--- src/rtl/adc_result_pkg.sv ---
// Shared constants and helpers for the ADC result decimator.
package adc_result_pkg;

    localparam int unsigned DATA_BITS       = 12;
    localparam int unsigned MAX_DEC_LOG2    = 4;
    localparam int unsigned FIFO_DEPTH_LOG2 = 2;
    localparam int unsigned ACC_BITS        = DATA_BITS + MAX_DEC_LOG2;

    localparam logic [2:0] DEC_1X  = 3'd0;
    localparam logic [2:0] DEC_2X  = 3'd1;
    localparam logic [2:0] DEC_4X  = 3'd2;
    localparam logic [2:0] DEC_8X  = 3'd3;
    localparam logic [2:0] DEC_16X = 3'd4;

    function automatic logic [2:0] clamp_dec(input logic [2:0] code, input int unsigned max_log2);
        if (32'(code) > max_log2) begin
            return 3'(max_log2);
        end
        return code;
    endfunction

endpackage

--- src/rtl/adc_result_fifo.sv ---
// Synchronous first-word-fall-through FIFO; output holds the last popped word while empty.
module adc_result_fifo #(
    parameter int unsigned WIDTH      = 12,
    parameter int unsigned DEPTH_LOG2 = 2
) (
    input  logic                  clk,
    input  logic                  rst,
    input  logic                  push,
    input  logic [WIDTH-1:0]      data_in,
    output logic                  full,
    input  logic                  pop,
    output logic [WIDTH-1:0]      data_out,
    output logic                  empty,
    output logic [DEPTH_LOG2:0]   count
);

    localparam int unsigned Depth = 1 << DEPTH_LOG2;

    logic [WIDTH-1:0]      mem_q [Depth];
    logic [DEPTH_LOG2-1:0] wr_ptr_q;
    logic [DEPTH_LOG2-1:0] rd_ptr_q;
    logic [DEPTH_LOG2:0]   count_q;
    logic [WIDTH-1:0]      last_q;
    logic                  do_push;
    logic                  do_pop;

    assign empty    = (count_q == '0);
    assign full     = (count_q == (DEPTH_LOG2 + 1)'(Depth));
    assign do_pop   = pop & ~empty;
    // A pop frees the slot the push writes into, so full+push+pop succeeds.
    assign do_push  = push & (~full | do_pop);
    assign data_out = empty ? last_q : mem_q[rd_ptr_q];
    assign count    = count_q;

    always_ff @(posedge clk or posedge rst) begin
        if (rst) begin
            wr_ptr_q <= '0;
            rd_ptr_q <= '0;
            count_q  <= '0;
            last_q   <= '0;
        end else begin
            if (do_push) begin
                wr_ptr_q <= wr_ptr_q + 1'b1;
            end
            if (do_pop) begin
                rd_ptr_q <= rd_ptr_q + 1'b1;
                last_q   <= mem_q[rd_ptr_q];
            end
            case ({do_push, do_pop})
                2'b10:   count_q <= count_q + 1'b1;
                2'b01:   count_q <= count_q - 1'b1;
                default: count_q <= count_q;
            endcase
        end
    end

    always_ff @(posedge clk) begin
        if (do_push) begin
            mem_q[wr_ptr_q] <= data_in;
        end
    end

endmodule

--- src/rtl/adc_result_decimator.sv ---
// Captures SAR results, averages 2^N of them and queues the averages for bus readout.
module adc_result_decimator #(
    parameter int unsigned DATA_BITS       = adc_result_pkg::DATA_BITS,
    parameter int unsigned MAX_DEC_LOG2    = adc_result_pkg::MAX_DEC_LOG2,
    parameter int unsigned FIFO_DEPTH_LOG2 = adc_result_pkg::FIFO_DEPTH_LOG2
) (
    input  logic                       clk,
    input  logic                       rst,
    input  logic                       conv_finished,
    input  logic [DATA_BITS-1:0]       result,
    input  logic [2:0]                 dec_control,
    input  logic                       rd_ready,
    output logic                       rd_valid,
    output logic [DATA_BITS-1:0]       rd_data,
    output logic [FIFO_DEPTH_LOG2:0]   rd_count,
    output logic                       overflow,
    input  logic                       clear_overflow
);

    import adc_result_pkg::*;

    localparam int unsigned AccBits = DATA_BITS + MAX_DEC_LOG2;
    localparam logic [MAX_DEC_LOG2:0] One = 1;

    logic                    cf_q;
    logic [AccBits-1:0]      acc_q, acc_d;
    logic [MAX_DEC_LOG2-1:0] win_cnt_q, win_cnt_d;
    logic [2:0]              n_lat_q, n_lat_d;
    logic                    overflow_q, overflow_d;

    logic                    capture;
    logic [2:0]              n_eff;
    logic [MAX_DEC_LOG2:0]   last_idx;
    logic                    win_last;
    logic [AccBits-1:0]      sum;
    logic [DATA_BITS-1:0]    word;
    logic                    push;
    logic                    pop;
    logic                    fifo_full;
    logic                    fifo_empty;

    assign capture  = conv_finished & ~cf_q;
    // The first capture of a window uses the live control code; later ones use the latched one.
    assign n_eff    = (win_cnt_q == '0) ? clamp_dec(dec_control, MAX_DEC_LOG2) : n_lat_q;
    assign last_idx = (One << n_eff) - One;
    assign win_last = ({1'b0, win_cnt_q} == last_idx);
    assign sum      = acc_q + AccBits'(result);
    assign word     = DATA_BITS'(sum >> n_eff);
    assign push     = capture & win_last;
    assign pop      = rd_ready & ~fifo_empty;
    assign rd_valid = ~fifo_empty;
    assign overflow = overflow_q;

    always_comb begin
        acc_d      = acc_q;
        win_cnt_d  = win_cnt_q;
        n_lat_d    = n_lat_q;
        overflow_d = overflow_q;
        if (capture) begin
            if (win_cnt_q == '0) begin
                n_lat_d = n_eff;
            end
            if (win_last) begin
                acc_d     = '0;
                win_cnt_d = '0;
            end else begin
                acc_d     = sum;
                win_cnt_d = win_cnt_q + 1'b1;
            end
        end
        if (clear_overflow) begin
            overflow_d = 1'b0;
        end
        if (push && fifo_full && !pop) begin
            overflow_d = 1'b1;
        end
    end

    always_ff @(posedge clk or posedge rst) begin
        if (rst) begin
            cf_q       <= 1'b0;
            acc_q      <= '0;
            win_cnt_q  <= '0;
            n_lat_q    <= '0;
            overflow_q <= 1'b0;
        end else begin
            cf_q       <= conv_finished;
            acc_q      <= acc_d;
            win_cnt_q  <= win_cnt_d;
            n_lat_q    <= n_lat_d;
            overflow_q <= overflow_d;
        end
    end

    adc_result_fifo #(
        .WIDTH      (DATA_BITS),
        .DEPTH_LOG2 (FIFO_DEPTH_LOG2)
    ) u_fifo (
        .clk      (clk),
        .rst      (rst),
        .push     (push),
        .data_in  (word),
        .full     (fifo_full),
        .pop      (pop),
        .data_out (rd_data),
        .empty    (fifo_empty),
        .count    (rd_count)
    );

endmodule
--- config.mk ---
export PLATFORM = sky130hd
export DESIGN_NAME = adc_result_decimator
export DESIGN_NICKNAME = d
export VERILOG_FILES = /design/src/rtl/adc_result_pkg.sv /design/src/rtl/adc_result_fifo.sv /design/src/rtl/adc_result_decimator.sv
export SDC_FILE = /design/constraint.sdc
export NUM_CORES = 1
export LEC_CHECK = 0
export CAP_MARGIN = 20
export CORE_MARGIN = 2
export CORE_UTILIZATION = 55
export DETAILED_ROUTE_END_ITERATION = 6
export GPL_TIMING_DRIVEN = 0
export HOLD_SLACK_MARGIN = 0.12
export PLACE_DENSITY = 0.87
export SYNTH_ARGS = -nofsm -noshare
export SYNTH_HDL_FRONTEND = slang
export SYNTH_SLANG_ARGS = --single-unit
--- constraint.sdc ---
create_clock -name clk -period 5.7 [get_ports clk]
set_input_delay 1.425 -clock clk [delete_from_list [all_inputs] [get_ports clk]]
set_output_delay 1.425 -clock clk [all_outputs]
set_load 0.02 [all_outputs]
Yosys cells after proc, flatten, opt, wreduce, memory -nomap -nowiden
Memories as Yosys holds them, arrays and structs flattened. Index checks and enable logic that the tools add are counted.

$add $sub $neg: 7. $lt $le $gt $ge: 1. Equality and inequality tests: 4. Shift-type cells: 2. Muxes and demuxes: 12. Bitwise logic cells: 9. Reductions and logical operators: 8.

Operator list (number): 16-bit by 12-bit adder with 16-bit output (1); 16-bit 2-to-1 mux (1); 16-bit by 3-bit right shift with 12-bit output (1); 12-bit 2-to-1 mux (1); 3-bit 2-to-1 mux (3); 3-bit case mux with 2 select lines (1); 1-bit bitwise AND (5); 4-bit by 5-bit equality test with 1-bit output (1); 1-bit 2-to-1 mux (5); 1-bit by 3-bit left shift with 5-bit output (first input constant) (1); 5-bit by 1-bit subtractor with 5-bit output (second input constant) (1); 2-bit by 1-bit adder with 2-bit output (second input constant) (2); 4-bit by 1-bit adder with 4-bit output (second input constant) (1); 4-bit zero test (1); 4-bit 2-to-1 mux (1); 2-bit nonzero test (2); 3-bit by 1-bit adder with 3-bit output (second input constant) (1); 3-bit equality test (second input constant) (1); 3-bit > comparator (second input constant) (1); 3-bit zero test (1); 1-bit inverter (3); 3-bit by 1-bit subtractor with 3-bit output (second input constant) (1); 2-bit by 1-bit equality test with 1-bit output (second input constant) (1); 2-bit equality test (second input constant) (1); 4 further kinds (5).

Flip-flop bits (word level): 44. Memory bits (writable): 48. Bits of input ports: 20. Output and inout port bits: 17. Logic and storage cells: 53. Memories: 1.

Memory list: u_fifo.mem_q (words 4, width 12, read ports 1, clocked after memory_dff 0, write ports 1, line adc_result_fifo.sv:19) `logic [WIDTH-1:0] mem_q [Depth];`.

Longest topological paths before layout
Depth in word-level cells: 11. Gate-level depth with buffers: 20. Mapped depth without buffers: 19.

Cells and area by module
From an unflattened synthesis, not the netlist that was laid out.

Cells, all modules: 476. Area total of the unflattened synthesis: 5589.1 µm².

Modules (own cells, without submodules): adc_result_fifo (instances 1, cells an instance 158, area an instance 2950.3 µm², sequential area each 1916.8 µm²); adc_result_decimator (instances 1, cells an instance 318, area an instance 2638.8 µm², sequential area each 625.6 µm²).

Worst setup path after synthesis
No wires, ideal clock.

Kind: input -> register. Start: input port dec_control[0]. End: register u_fifo.count_q[2] (netlist: u_fifo.count[2]). Setup time: 132 ps. Arrival: 4353 ps. Data required time: 5568 ps. Setup slack: 1215 ps. Stages: 17. Buffers on the path: 1. Path through: nor2b_1 > mux2i_1 > clkbuf_1 > nor2_1 > nand2_1 > ha_1 > nand4b_1 > a31oi_1 > o221ai_2 > nor3b_4 > inv_1 > ha_1 > inv_1 > fa_1 > xor2_1 > nor2_1 > xor2_1.

Word-level cells in the longest chain between the ends: 11. Elaborated cells between the ends (all ways): 13. Those cells by class: 1 x add/sub; 1 x order compare; 3 x eq/ne; 1 x shift; 4 x mux; 2 x bitwise; 1 x reduce/logical.

RTL lines: start: declaration (line adc_result_decimator.sv:11) `input logic [2:0] dec_control,`; 3-bit > comparator (line adc_result_pkg.sv:16) `if (32'(code) > max_log2) begin`; 1-bit 2-to-1 mux (line adc_result_pkg.sv:16); 3-bit 2-to-1 mux * (line adc_result_pkg.sv:19) `return code;`; 3-bit 2-to-1 mux * (line adc_result_decimator.sv:44) `assign n_eff = (win_cnt_q == '0) ? clamp_dec(dec_control, MAX_DEC_LOG2) : n_lat_q;`; 1-bit by 3-bit left shift with 5-bit output * (line adc_result_decimator.sv:45) `assign last_idx = (One << n_eff) - One;`; 5-bit by 1-bit subtractor with 5-bit output * (line adc_result_decimator.sv:45); 4-bit by 5-bit equality test with 1-bit output * (line adc_result_decimator.sv:46) `assign win_last = ({1'b0, win_cnt_q} == last_idx);`; 1-bit bitwise AND * (line adc_result_decimator.sv:49) `assign push = capture & win_last;`; 1-bit bitwise AND * (line adc_result_fifo.sv:31) `assign do_push = push & (~full | do_pop);`; 2-bit by 1-bit equality test with 1-bit output / 2-bit equality test (equally long branches) (line adc_result_fifo.sv:49) `case ({do_push, do_pop})`; 3-bit case mux with 2 select lines / 2-bit nonzero test (equally long branches); end signal: assignment (line adc_result_fifo.sv:50) `2'b10: count_q <= count_q + 1'b1;`; end signal: assignment (line adc_result_fifo.sv:51) `2'b01: count_q <= count_q - 1'b1;`; end signal: assignment (line adc_result_fifo.sv:52) `default: count_q <= count_q;`; end: declaration (line adc_result_fifo.sv:22) `logic [DEPTH_LOG2:0] count_q;`.

Mark *: on every way between the ends. The rest lies on a longest branch, timed or not. A chain may end at the register's enable or synchronous reset.

Final worst setup path
Start: input port dec_control[2]. End: register u_fifo.count_q[2] (netlist: u_fifo.count[2]).

The elaborated chain is that of the path after synthesis.

==> metrics.md <==
| Metric | Value |
|---|---|
| Status | finished, final reports clean |
| CTS sink cnt | 92 |
| Post-layout instance area | 0.00613 sq mm |
| Ant. Diodes | 0 |
| RSZ-0062 raised after global routing | false |
| Worst slack, placed | -2.66 ps |
| Routed via count | 4008 |
| Total gr overflow | 0 |
| Finished Layout Cells | 662 |
| Placed cell count | 646 |
| Maximum clock rate | 0.193 GHz |
| Worst Path Buf+Inv | 4 |
| Storage element area | 0.00254 sq mm |
| Avg Cell Area, Syn | 11.3 sq um |
| Switching share of power | 40.4% |
| Yosys reg bits | 92 |
| CTS buffer count | 9 |
| Via-to-Cell Ratio | 6.05 |
| Crit path max-delay family | buffers and inverters |
| Pint | 1.86 mW |
| Clk pwr share | 14.3% |
| Largest net degree at the start of global routing | 28 |
| CP peak stage delay | 540 ps |
| Endpoints failing setup | 0 |
| Worst Setup Slack, final | 527 ps |
| Core area | 0.00964 sq mm |
| CP arrival | 5420 ps |
| Pins over their slew limit | 0 |
| Clock Latency Late Sink | 360 ps |
| CTS tree | done |
| Die Wd | 103 um |
| Max VDD drop | 230 uV |
| Hpwl dp | 8700 um |
| Power per cell area | 508 mW/mm^2 |
| Initial antenna violation count | 0 |
| CP Launch Type | input port |
| Height of the die | 103 um |
| Max clock buf depth | 2 |
| Cell chain of the critical path | clkdlybuf4s50_1 -> nor2b_1 -> mux2i_2 -> clkbuf_1 -> nor2_1 -> nand2_1 -> ha_1 -> nand4b_1 -> a31oi_1 -> o221ai_2 -> nor3b_4 -> inv_1 -> ha_1 -> inv_1 -> fa_1 -> xor2_1 -> nor2_1 -> xor2_1 |
| Final Hold Vio Count | 0 |
| Post-synthesis cell area | 0.00538 sq mm |
| Hold path startpoint | acc_q[5] |
| Root buffer cell | clkbuf_8 |
| R2r setup slk | 980 ps |
| YS warnings | 0 |
| Placement Cell Area | 0.00593 sq mm |
| # DRC | 0 |
| Slew @ Worst Pin | 934 ps |
| Setup TNS | 0 ps |
| HP Class | flip-flop to flip-flop |
| Distinct cells, synth | 61 |
| First-pass GRT wire length | 18900 um |
| Comb power frac | 52.8% |
| DRT iter0 DRCs | 220 |
| Post-CTS Resized | 0 |
| Part of the cycle the worst path needs | 90.8% |
| Req. time, crit path | 5950 ps |
| Post-CTS Hold Buffers | 0 |
| ANT nets after route | 0 |
| All-Layer GR Usage | 23.2% |
| Clock slew at the register clock pins of the worst setup and hold paths | 100 ps |
| Reg2Reg Depth | 19 |
| Top Ports | 37 |
| RR Startpoint | win_cnt_q[0] |
| Critical Path Sink Type | flip-flop |
| Hold EP | acc_q[5] |
| Routed wire per std cell | 17.6 um |
| Synth Instances | 476 |
| Layout cells sized above 1 | 14.0% |
| Leading cell types in the layout, fill and taps excluded | nand2_1, edfxtp_1, dfrtp_1, clkdlybuf4s50_1, mux2_2 |
| Sequential Power Share | 32.9% |
| # Post-CTS Setup Buffers | 0 |
| Sw Pwr | 1.26 mW |
| Syn nets | 518 |
| Most used flip-flop cell after synthesis | edfxtp_1 |
| Routed WL | 11600 um |
| Crit Reg-Reg Endpoint | u_fifo.count[2] |
| Slew headroom | 36.8% |
| Drt pass-1 iters | 5 |
| Post-layout min period | 5170 ps |
| # port buffers | 36 |
| Initial Utilization | 55.8% |
| Vias in the first global route | 3858 |
| H-tree levels | 3 |
| Area of the multi-input gates | 0.00266 sq mm |
| CP Class | input port to flip-flop |
| Worst-path maximum fanout | 10 |
| Fraction of registers with async set/reset | 47.8% |
| Slowest stage cell, crit path | clkdlybuf4s50_1 |
| FP Rows | 36 |
| Fill count | 766 |
| P&R area growth vs syn | 13.9% |
| Clock Skew | 13.6 ps |
| LEAKAGE | 2.32 nW |
| Max-Cap Viols | 0 |
| Die ar. | 0.0106 sq mm |
| Layout Nets | 566 |
| RePlAce Congestion | 0.923 |
| Register area share after synthesis | 47.2% |
| EDFF count, synth | 48 |
| Hold Crit Depth | 2 |
==> area by class of cell <==
type / instances / area share (%)
well taps: 133 / 2.71
inverters: 18 / 1.10
repair buffers: 37 / 6.21
clock inverters: 6 / 1.14
multi-input cells: 338 / 43.3
flip-flops and latches: 92 / 41.5
plain buffers: 28 / 1.96
clock buffers: 10 / 2.08
==> cells by family after synthesis <==
family / count (synthesis) / synth area share [%]
compound gates: 110 / 14.0
xor+xnor: 17 / 2.77
fa+ha+maj: 22 / 5.39
buf+inv: 46 / 3.49
flops: 92 / 47.2
mux: 59 / 14.9
simple gates: 130 / 12.2
==> cell usage after synthesis (4+ instances only) <==
| library cell | n | share of area [%] |
|---|---|---|
| edfxtp_1 | 48 | 27 |
| nand2_1 | 48 | 3.3 |
| dfrtp_1 | 44 | 20 |
| mux2_2 | 30 | 6.3 |
| a21oi_1 | 21 | 2.0 |
| ha_1 | 20 | 4.7 |
| nor2_1 | 20 | 1.4 |
| clkbuf_1 | 18 | 1.3 |
| inv_1 | 18 | 1.3 |
| o21ai_0 | 16 | 1.5 |
| mux2i_1 | 13 | 2.4 |
| mux4_2 | 13 | 5.4 |
| nand3_1 | 12 | 1.1 |
| nor3_1 | 12 | 1.1 |
| o21ai_1 | 10 | 0.93 |
| xor2_1 | 9 | 1.5 |
| and2_1 | 8 | 0.93 |
| o211ai_1 | 8 | 1.1 |
| xnor2_1 | 8 | 1.3 |
| a211oi_1 | 7 | 0.98 |
| o31ai_1 | 7 | 0.98 |
| nor2b_1 | 6 | 0.70 |
| buf_1 | 5 | 0.35 |
| a2111oi_0 | 4 | 0.65 |
| a211o_1 | 4 | 0.65 |
| and3_1 | 4 | 0.46 |
| nand2b_1 | 4 | 0.46 |
| nand4_1 | 4 | 0.46 |
| or3_1 | 4 | 0.46 |
==> how the worst max path moves through the flow <==
stage | slack (ps) | to | depth (start not counted) | startpoint
2_1_floorplan | 1220 | u_fifo.count[2] | 17 | dec_control[0]
3_3_place_gp | 150 | u_fifo.count[2] | 18 | dec_control[2]
3_5_place_dp | -3 | u_fifo.count[2] | 18 | dec_control[2]
4_1_cts | 360 | u_fifo.count[2] | 18 | dec_control[2]
5_1_grt | 200 | u_fifo.count[2] | 18 | dec_control[2]
6_report | 530 | u_fifo.count[2] | 18 | dec_control[2]
==> routing by layer <==
| metal | vias up | wire, um | GRT usage [%] |
|---|---|---|---|
| met5 | - | 0 | 0 |
| met4 | 0 | 222 | 7.09 |
| met3 | 24 | 437 | 3.46 |
| met2 | 109 | 5850 | 40.5 |
| met1 | 1980 | 5130 | 30.0 |
| li1 | 1895 | - | - |
==> worst min-delay path: stages (launching register included) <==
cell	delay [ps]
dfrtp_1	360
nand2_1	50
o31ai_1	50
==> power groups by stage <==
stage / logic [mW] / registers (mW) / clock network, mW
after floorplan: 1.18 / 1.02 / 0
after global placement: 1.56 / 1.02 / 0
after detailed placement: 1.63 / 1.04 / 0
after CTS: 1.64 / 1.02 / 0.454
after global routing: 1.81 / 1.04 / 0.479
final: 1.65 / 1.02 / 0.445
==> stage by stage <==
step / utilization (%) / hold slack [ps] / power, mW
finish: 63.6 / 494 / 3.11
floorplan: - / 453 / 2.20
detailed placement: 61.5 / 475 / 2.66
CTS: 63.6 / 494 / 3.11
global placement: 61.3 / 465 / 2.58
global route: 63.6 / 519 / 3.33
==> registers in the layout, indices dropped and copies added (netlist names), 2 cells and up <==
| signal | flops |
|---|---|
| u_fifo.mem_q | 48 |
| acc_q | 16 |
| u_fifo.last_q | 12 |
| n_lat_q | 3 |
| u_fifo.wr_ptr_q | 2 |
| u_fifo.count | 3 |
| u_fifo.rd_ptr_q | 2 |
| win_cnt_q | 4 |
(Power assumes the default switching activity.)
